File: src/rtl/hsid_pkg.sv
// Shared types and constants for the HSI identification min/max selector.
package hsid_pkg;

   localparam int HSID_DATA_WIDTH_ACC    = 32;
   localparam int HSID_HSP_LIBRARY_WIDTH = 4;

   localparam logic [HSID_DATA_WIDTH_ACC-1:0] HSID_DIST_MAX = {HSID_DATA_WIDTH_ACC{1'b1}};

   typedef enum logic [1:0] {
      IDLE = 2'd0,
      RUN  = 2'd1,
      DONE = 2'd2
   } hsid_min_max_state_t;

endpackage

File: src/rtl/hsid_min_max_sel.sv
// Tracks best (min) and worst (max) squared distance with reference index
// over one classification run; pulses done once every reference has arrived.
module hsid_min_max_sel
   import hsid_pkg::*;
#(
   parameter int DATA_WIDTH_ACC    = HSID_DATA_WIDTH_ACC,
   parameter int HSP_LIBRARY_WIDTH = HSID_HSP_LIBRARY_WIDTH
) (
   input  logic                         clk,
   input  logic                         rst,
   input  logic                         clean,
   input  logic                         start,
   input  logic [HSP_LIBRARY_WIDTH:0]   library_size,
   input  logic                         in_valid,
   input  logic [DATA_WIDTH_ACC-1:0]    in_value,
   input  logic                         in_last,
   input  logic [HSP_LIBRARY_WIDTH-1:0] in_ref,
   input  logic                         in_of,
   output logic                         busy,
   output logic                         done,
   output logic                         min_valid,
   output logic [DATA_WIDTH_ACC-1:0]    min_dist,
   output logic [HSP_LIBRARY_WIDTH-1:0] min_ref,
   output logic [DATA_WIDTH_ACC-1:0]    max_dist,
   output logic [HSP_LIBRARY_WIDTH-1:0] max_ref,
   output logic [HSP_LIBRARY_WIDTH:0]   of_count
);

   localparam logic [DATA_WIDTH_ACC-1:0]  DIST_ALL1 = {DATA_WIDTH_ACC{1'b1}};
   localparam logic [HSP_LIBRARY_WIDTH:0] CNT_ONE   = (HSP_LIBRARY_WIDTH+1)'(1);

   hsid_min_max_state_t state, state_nxt;

   logic [HSP_LIBRARY_WIDTH:0] size_q;
   logic [HSP_LIBRARY_WIDTH:0] cnt;
   logic [HSP_LIBRARY_WIDTH:0] cnt_nxt;
   logic                       res_beat;

   // Partial sums (in_last=0) and empty last beats never reach the selector.
   assign res_beat = in_last & (in_valid | in_of);
   assign cnt_nxt  = cnt + CNT_ONE;

   always_comb begin
      state_nxt = state;
      case (state)
         IDLE:    if (start) state_nxt = (library_size == '0) ? DONE : RUN;
         RUN:     if (res_beat && cnt_nxt == size_q) state_nxt = DONE;
         DONE:    state_nxt = IDLE;
         default: state_nxt = IDLE;
      endcase
   end

   always_comb begin
      busy = (state == RUN);
      done = (state == DONE);
   end

   always_ff @(posedge clk or posedge rst) begin
      if (rst) begin
         state     <= IDLE;
         size_q    <= '0;
         cnt       <= '0;
         min_valid <= 1'b0;
         min_dist  <= DIST_ALL1;
         min_ref   <= '0;
         max_dist  <= '0;
         max_ref   <= '0;
         of_count  <= '0;
      end else if (clean) begin
         state     <= IDLE;
         size_q    <= '0;
         cnt       <= '0;
         min_valid <= 1'b0;
         min_dist  <= DIST_ALL1;
         min_ref   <= '0;
         max_dist  <= '0;
         max_ref   <= '0;
         of_count  <= '0;
      end else begin
         state <= state_nxt;
         if (state == IDLE && start) begin
            size_q    <= library_size;
            cnt       <= '0;
            min_valid <= 1'b0;
            min_dist  <= DIST_ALL1;
            min_ref   <= '0;
            max_dist  <= '0;
            max_ref   <= '0;
            of_count  <= '0;
         end else if (state == RUN && res_beat) begin
            cnt <= cnt_nxt;
            // Overflow takes precedence over a simultaneous valid.
            if (in_of) begin
               of_count <= of_count + CNT_ONE;
            end else begin
               if (in_value < min_dist) begin
                  min_dist <= in_value;
                  min_ref  <= in_ref;
               end
               // Strict compares keep the earliest reference on ties.
               if (!min_valid || in_value > max_dist) begin
                  max_dist <= in_value;
                  max_ref  <= in_ref;
               end
               min_valid <= 1'b1;
            end
         end
      end
   end

endmodule

File: config.mk
export PLATFORM = sky130hd
export DESIGN_NAME = hsid_min_max_sel
export DESIGN_NICKNAME = d
export VERILOG_FILES = /design/src/rtl/hsid_pkg.sv /design/src/rtl/hsid_min_max_sel.sv
export SDC_FILE = /design/constraint.sdc
export NUM_CORES = 1
export LEC_CHECK = 0
export ABC_AREA = 1
export CAP_MARGIN = 5
export CORE_MARGIN = 2
export CORE_UTILIZATION = 30
export CTS_CLUSTER_DIAMETER = 60
export DETAILED_ROUTE_END_ITERATION = 10
export PLACE_DENSITY_LB_ADDON = 0.2
export SLEW_MARGIN = 20
export SYNTH_ARGS = -nofsm -noshare
export SYNTH_HDL_FRONTEND = slang
export SYNTH_SLANG_ARGS = --single-unit
File: constraint.sdc
create_clock -name clk -period 8 [get_ports clk]
set_input_delay 1.6 -clock clk [delete_from_list [all_inputs] [get_ports clk]]
set_output_delay 1.6 -clock clk [all_outputs]
set_load 0.005 [all_outputs]
# Word level (Yosys, flattened, before mapping)
# Cells that the tools add are included.
[word_totals] out_inout_bits=80 word_cells=76 inputBits=48 regBits=90
[op_classes] n_reduce_logical=17 eq_ne=6 n_lt_le_gt_ge=2 addsub=2 n_mux=38 bitwise_logic=2
[op_table] operator="$mux 32" n=10
[op_table] operator="$mux 5" n=9
[op_table] operator="$mux 4" n=10
[op_table] operator="$gt 32x32->1" n=1
[op_table] operator="$lt 32x32->1" n=1
[op_table] operator="$reduce_bool 3->1" n=4
[op_table] operator="$add 5x1->5 const B" n=2
[op_table] operator="$mux 2" n=4
[op_table] operator="$ne 3x2->1 const B" n=2
[op_table] operator="$reduce_and 2->1" n=3
[op_table] operator="$reduce_and 3->1" n=2
[op_table] operator="$eq 5x5->1" n=1
[op_table] operator="$logic_not 5->1" n=1
[op_table] operator="$mux 1" n=4
[op_table] operator="$pmux 2 s2" n=1
[op_table] operator="$logic_and 1x1->1" n=3
[op_table] operator="$ne 3x3->1 const B" n=1
[op_table] operator="$eq 2x1->1 const B" n=1
[op_table] operator="$eq 2x2->1 const B" n=1
[op_table] operator="$logic_not 2->1" n=1
[op_table] operator="$reduce_bool 2->1" n=1
[op_table] operator="$and 1x1->1" n=1
[op_table] operator="$logic_not 1->1" n=1
[op_table] operator="$logic_or 1x1->1" n=1
[op_table] operator="$or 1x1->1" n=1

# Longest topological paths before layout
[logic_depth] ltp_word=7 depth_mapped=19 ltp_nobuf=18

# Worst setup path after synthesis
# OpenSTA, ideal clock, no wires.
[synth_path] path_type="input to register" startpoint="in in_value[1]" endpoint="reg min_dist[0]" setup_time_ps=65 setup_slack_ps=5000 arrival_ps=2935 stages=12 cell_sequence="ha_1 a21boi_0 o21bai_1 nand2_1 nand2_1 nand2_1 nand2_1 nand2_1 nand2_1 clkbuf_1 nand3_1 nand3_1"
[synth_via] elab_chain_len=3
[synth_rtl] element="start, declared" line="hsid_min_max_sel.sv:15" rtl="input logic [DATA_WIDTH_ACC-1:0] in_value,"
[synth_rtl] element="$lt 32x32->1" line="hsid_min_max_sel.sv:96" rtl="if (in_value < min_dist) begin"
[synth_rtl] element="$reduce_bool 3->1 (no source line)"
[synth_rtl] element="$reduce_and 3->1 (no source line)"
[synth_rtl] element="end signal, assigned" line="hsid_min_max_sel.sv:97" rtl="min_dist <= in_value;"
[synth_rtl] element="end, declared" line="hsid_min_max_sel.sv:22" rtl="output logic [DATA_WIDTH_ACC-1:0] min_dist,"
# No other way between the ends.
# A chain may end at the register's enable or synchronous reset.

# Worst setup path in the final report
[layout_path] startpoint="in in_value[27]" endpoint="reg min_ref[1]"
[layout_via] elab_chain_len=3
[layout_rtl] element="$lt 32x32->1" line="hsid_min_max_sel.sv:96"
[layout_rtl] element="$reduce_bool 3->1 (no source line)"
[layout_rtl] element="$reduce_and 3->1 (no source line)"
[layout_rtl] element="end signal, assigned" line="hsid_min_max_sel.sv:98" rtl="min_ref <= in_ref;"
[layout_rtl] element="end, declared" line="hsid_min_max_sel.sv:23" rtl="output logic [HSP_LIBRARY_WIDTH-1:0] min_ref,"
# No other way between the ends.

==> Flow_metrics.wiki <==
{| class="wikitable"
! Metric !! Value
|-
| Maximum single-stage delay on the critical path || 0.72 ns
|-
| Vias in the first global route || between 4000 and 5000
|-
| Data required time of the critical path || 8.28 ns
|-
| Sequential fraction of the synthesis area || between 40 and 50%
|-
| Clock tree sinks || 90
|-
| Number of antenna violations at the first check in global routing || 1
|-
| Kind of path behind the tightest hold check || reg2reg
|-
| Reg-to-Reg End || min_ref[1]$_DFFE_PP0P_
|-
| Power per standard cell area || around 170 mW/mm2
|-
| Transition time at the pin with the least slew margin || around 1.0 ns
|-
| Count of maximum capacitance violations || 0
|-
| Crit-path leading delay family || simple AND/OR/NAND/NOR gates
|-
| Number of levels in the clock H-tree || 3
|-
| Buffers from clock root to sink, at most || 2
|-
| Detailed-placement wirelength estimate || 11.2 mm
|-
| Final Cycle Share || a little over half
|-
| Largest net degree at the start of global routing || 52
|-
| Clock latency reported for the late side of the worst-skew pair || roughly 0.35 ns
|-
| Die extent in y || about 140 um
|-
| Most used cells in the layout excluding fill and tap cells || 192 x nand2_1, 127 x clkdlybuf4s50_1, 120 x nand3_1
|-
| Maximum VDD drop || approximately 0.096 mV
|-
| Endpoint type of the worst setup path || flip-flop
|-
| Cells along the critical path || clkdlybuf4s50_1, ha_1, a21oi_1, o21ai_0, nand2_1, o2111ai_1, nor2_4, nand2_4, nand2_1, nand2_1, nand2_1
|-
| First-pass GRT wire length || 25.7 mm
|-
| WP data arrival || between 4 and 5 ns
|-
| Post-layout nets || about 940
|-
| Count of vias placed by the detailed router || between 4000 and 5000
|-
| Clk Tree Root Cell || clkbuf_16
|-
| Overall power after layout || 1.27 mW
|-
| Starting density of the core || just over 30%
|-
| Setup CP Type || in2reg
|-
| Distinct cell type count after synthesis || 35
|-
| DRC violation count after routing || 0
|-
| Final Hold Violating Endpoints || 0
|-
| Number of buffers inserted by port buffering || about 130
|-
| Number of cells on the worst reg-to-reg path || 11
|-
| Cell area after technology mapping || approximately 0.0056 mm2
|-
| Leakage || about 3.7 nW
|-
| Startpoint type of the worst setup path || input port
|-
| Final count of pins violating max slew || 0
|-
| Row Count || 50
|-
| Fraction of final layout cells with drive strength greater than 1 || 7.34%
|-
| Normalized max-slew margin || 32.1%
|-
| Die Wd || 141 um
|-
| Worst Hold Path Cells || 2
|-
| Reg-to-reg slack, setup || approximately 5 ns
|-
| Worst Path Max Fanout || 37
|-
| Postcts setup bufs || 0
|-
| Hold buffer count at cts || 0
|-
| TritonCTS buffer count || 9
|-
| Combined buffer and inverter count along the critical path || 1
|-
| Cell with the largest stage delay on the worst path || nor2_4
|-
| CTS tree || done
|-
| Io pins || around 130
|-
| Synthesized area per cell || approximately 8 um2
|-
| Time the worst path needs with I/O delays and setup || 4.18 ns
|-
| RSZ-0062 raised after global routing || false
|-
| Highest achievable clock rate || 239 MHz
|-
| Synth Net Count || just over 800
|-
| Result of the run || finished clean
|-
| Post-route ant nets || 0
|-
| Number of DRC markers in iteration 0 || between 200 and 250
|-
| GR Util All Layers || around 16%
|-
| Number of resized instances in the post-cts repair step || 0
|-
| Clock-pin slew of the registers on the worst-case setup and hold paths || roughly 0.07 ns
|-
| Number of synthesized register bits || 90
|-
| Wirelength, routed || between 15 and 20 mm
|-
| Vias per cell || between 4 and 5
|-
| Worst flop-to-flop path startpoint || min_dist[27]$_DFFE_PP1P_
|-
| Detail-routed net length per standard cell || about 15 um
|-
| Most common cell after layout, fill and taps aside || nand2_1
|-
| Number of inserted filler cells in the final layout || between 1500 and 2000
|-
| Startpoint of the worst hold path || max_ref[0]$_DFFE_PP0P_
|-
| Most frequent CP cell || nand2_1
|-
| Die area || about 0.020 mm2
|-
| Layout-stage area growth over the synthesis result || 30.8%
|-
| Synthesized netlist cell count || about 700
|-
| Worst clock skew || 0.0142 ns
|-
| Routability-driven placement congestion ratio || ~0.83
|-
| Synthesis warning total || 0
|-
| Count of TritonRoute iterations in the first routing pass || 4
|-
| Total setup violations reported at the end of the flow || 0
|-
| Setup TNS || 0 ns
|-
| Total gr overflow || 0
|-
| Area inside the core boundary || 0.0186 mm2
|-
| Min-Delay Endpoint || max_ref[0]$_DFFE_PP0P_
|}
[layout make-up]
cell class	count	area [um2]	area share, %
clock inverter	2	35.0	0.475
timing repair buffer	129	1290	17.4
multi-input combinational	496	2820	38.3
tap	234	293	3.97
inverter	100	377	5.11
antenna	1	2.50	0.0339
sequential	90	2290	31.1
clock buffer	14	265	3.60
[worst max path at each step]
stage,startpoint,to,slack [ns],cells past startpoint
finish,in_value[27],min_ref[1]$_DFFE_PP0P_,3.82,11
global route,in_value[27],min_ref[1]$_DFFE_PP0P_,3.55,11
CTS,in_value[27],min_ref[1]$_DFFE_PP0P_,3.78,11
detailed placement,in_value[25],min_ref[1]$_DFFE_PP0P_,3.41,11
global placement,in_value[27],min_ref[0]$_DFFE_PP0P_,3.45,11
floorplan,rst,cnt[0]$_DFFE_PP0P_,4.12,1
[sequential cells by signal (all words and copies together), names as in the netlist]
name       cells
cnt            5
size_q         5
max_dist      32
min_ref        4
min_dist      32
state          2
min_valid      1
max_ref        4
of_count       5
[report_power, final]
part / leakage (nW) / internal [mW] / switching (mW)
sequential: 1.14 / 0.495 / 0.0261
combinational: 2.45 / 0.130 / 0.173
clock: 0.146 / 0.262 / 0.182
[per-layer routing]
metal | part of all wire, % | routed length (um) | vias to the layer above | global-route usage (%)
met5 | 0 | 0 | - | 0
met4 | 1.3 | 210 | 0 | 5.21
met3 | 5.0 | 787 | 13 | 3.43
met2 | 45 | 7150 | 111 | 26.3
met1 | 48 | 7630 | 2325 | 22.2
li1 | - | - | 2544 | -
[cell usage after synthesis, drive strengths merged]
| library cell | instances | share of area [%] |
|---|---|---|
| ha | 65 | 14 |
| a31oi | 1 | 0.11 |
| inv | 100 | 6.7 |
| nor4 | 1 | 0.11 |
| xor2 | 4 | 0.62 |
| dfrtp | 58 | 26 |
| clkbuf | 6 | 0.40 |
| nand3 | 120 | 11 |
| nand4 | 7 | 0.78 |
| o2111ai | 1 | 0.16 |
| a211oi | 1 | 0.13 |
| dfstp | 32 | 15 |
| or2 | 1 | 0.11 |
| a21o | 1 | 0.13 |
| nor2 | 35 | 3.1 |
| a21oi | 31 | 2.8 |
| o21bai | 1 | 0.13 |
| a21boi | 1 | 0.13 |
| buf | 16 | 2.2 |
| nand2 | 196 | 13 |
| o22ai | 4 | 0.44 |
| o21ai | 16 | 1.4 |
| nor3 | 5 | 0.44 |
| nor3b | 2 | 0.27 |
| o211ai | 1 | 0.38 |
| o21a | 2 | 0.27 |
[stage by stage]
stage | cell area, um2 | utilization, % | setup WS (ns) | cells | hold slack, ns
final | 7370 | 39.7 | 3.82 | 1066 | 0.484
after detailed placement | 7070 | 38.1 | 3.41 | 1049 | 0.470
after CTS | 7370 | 39.7 | 3.78 | 1065 | 0.488
after global placement | 7070 | 38.1 | 3.45 | 1049 | 0.465
after global routing | 7370 | 39.7 | 3.55 | 1065 | 0.514
after floorplan | 5640 | - | 4.12 | 708 | 0.456
[worst min-delay path, stage by stage, from the launching register on]
cell and delay (ns):
dfrtp_1 0.35, nand2_1 0.05, nand2_1 0.05
[kinds of logic after synthesis]
kind of cell,synth area share [%]
compound gates,6.06
xor+xnor,0.621
fa+ha+maj,14.4
buf+inv,9.26
simple gates,29.0
flops,40.7
Power figures use the tool's default switching activity.
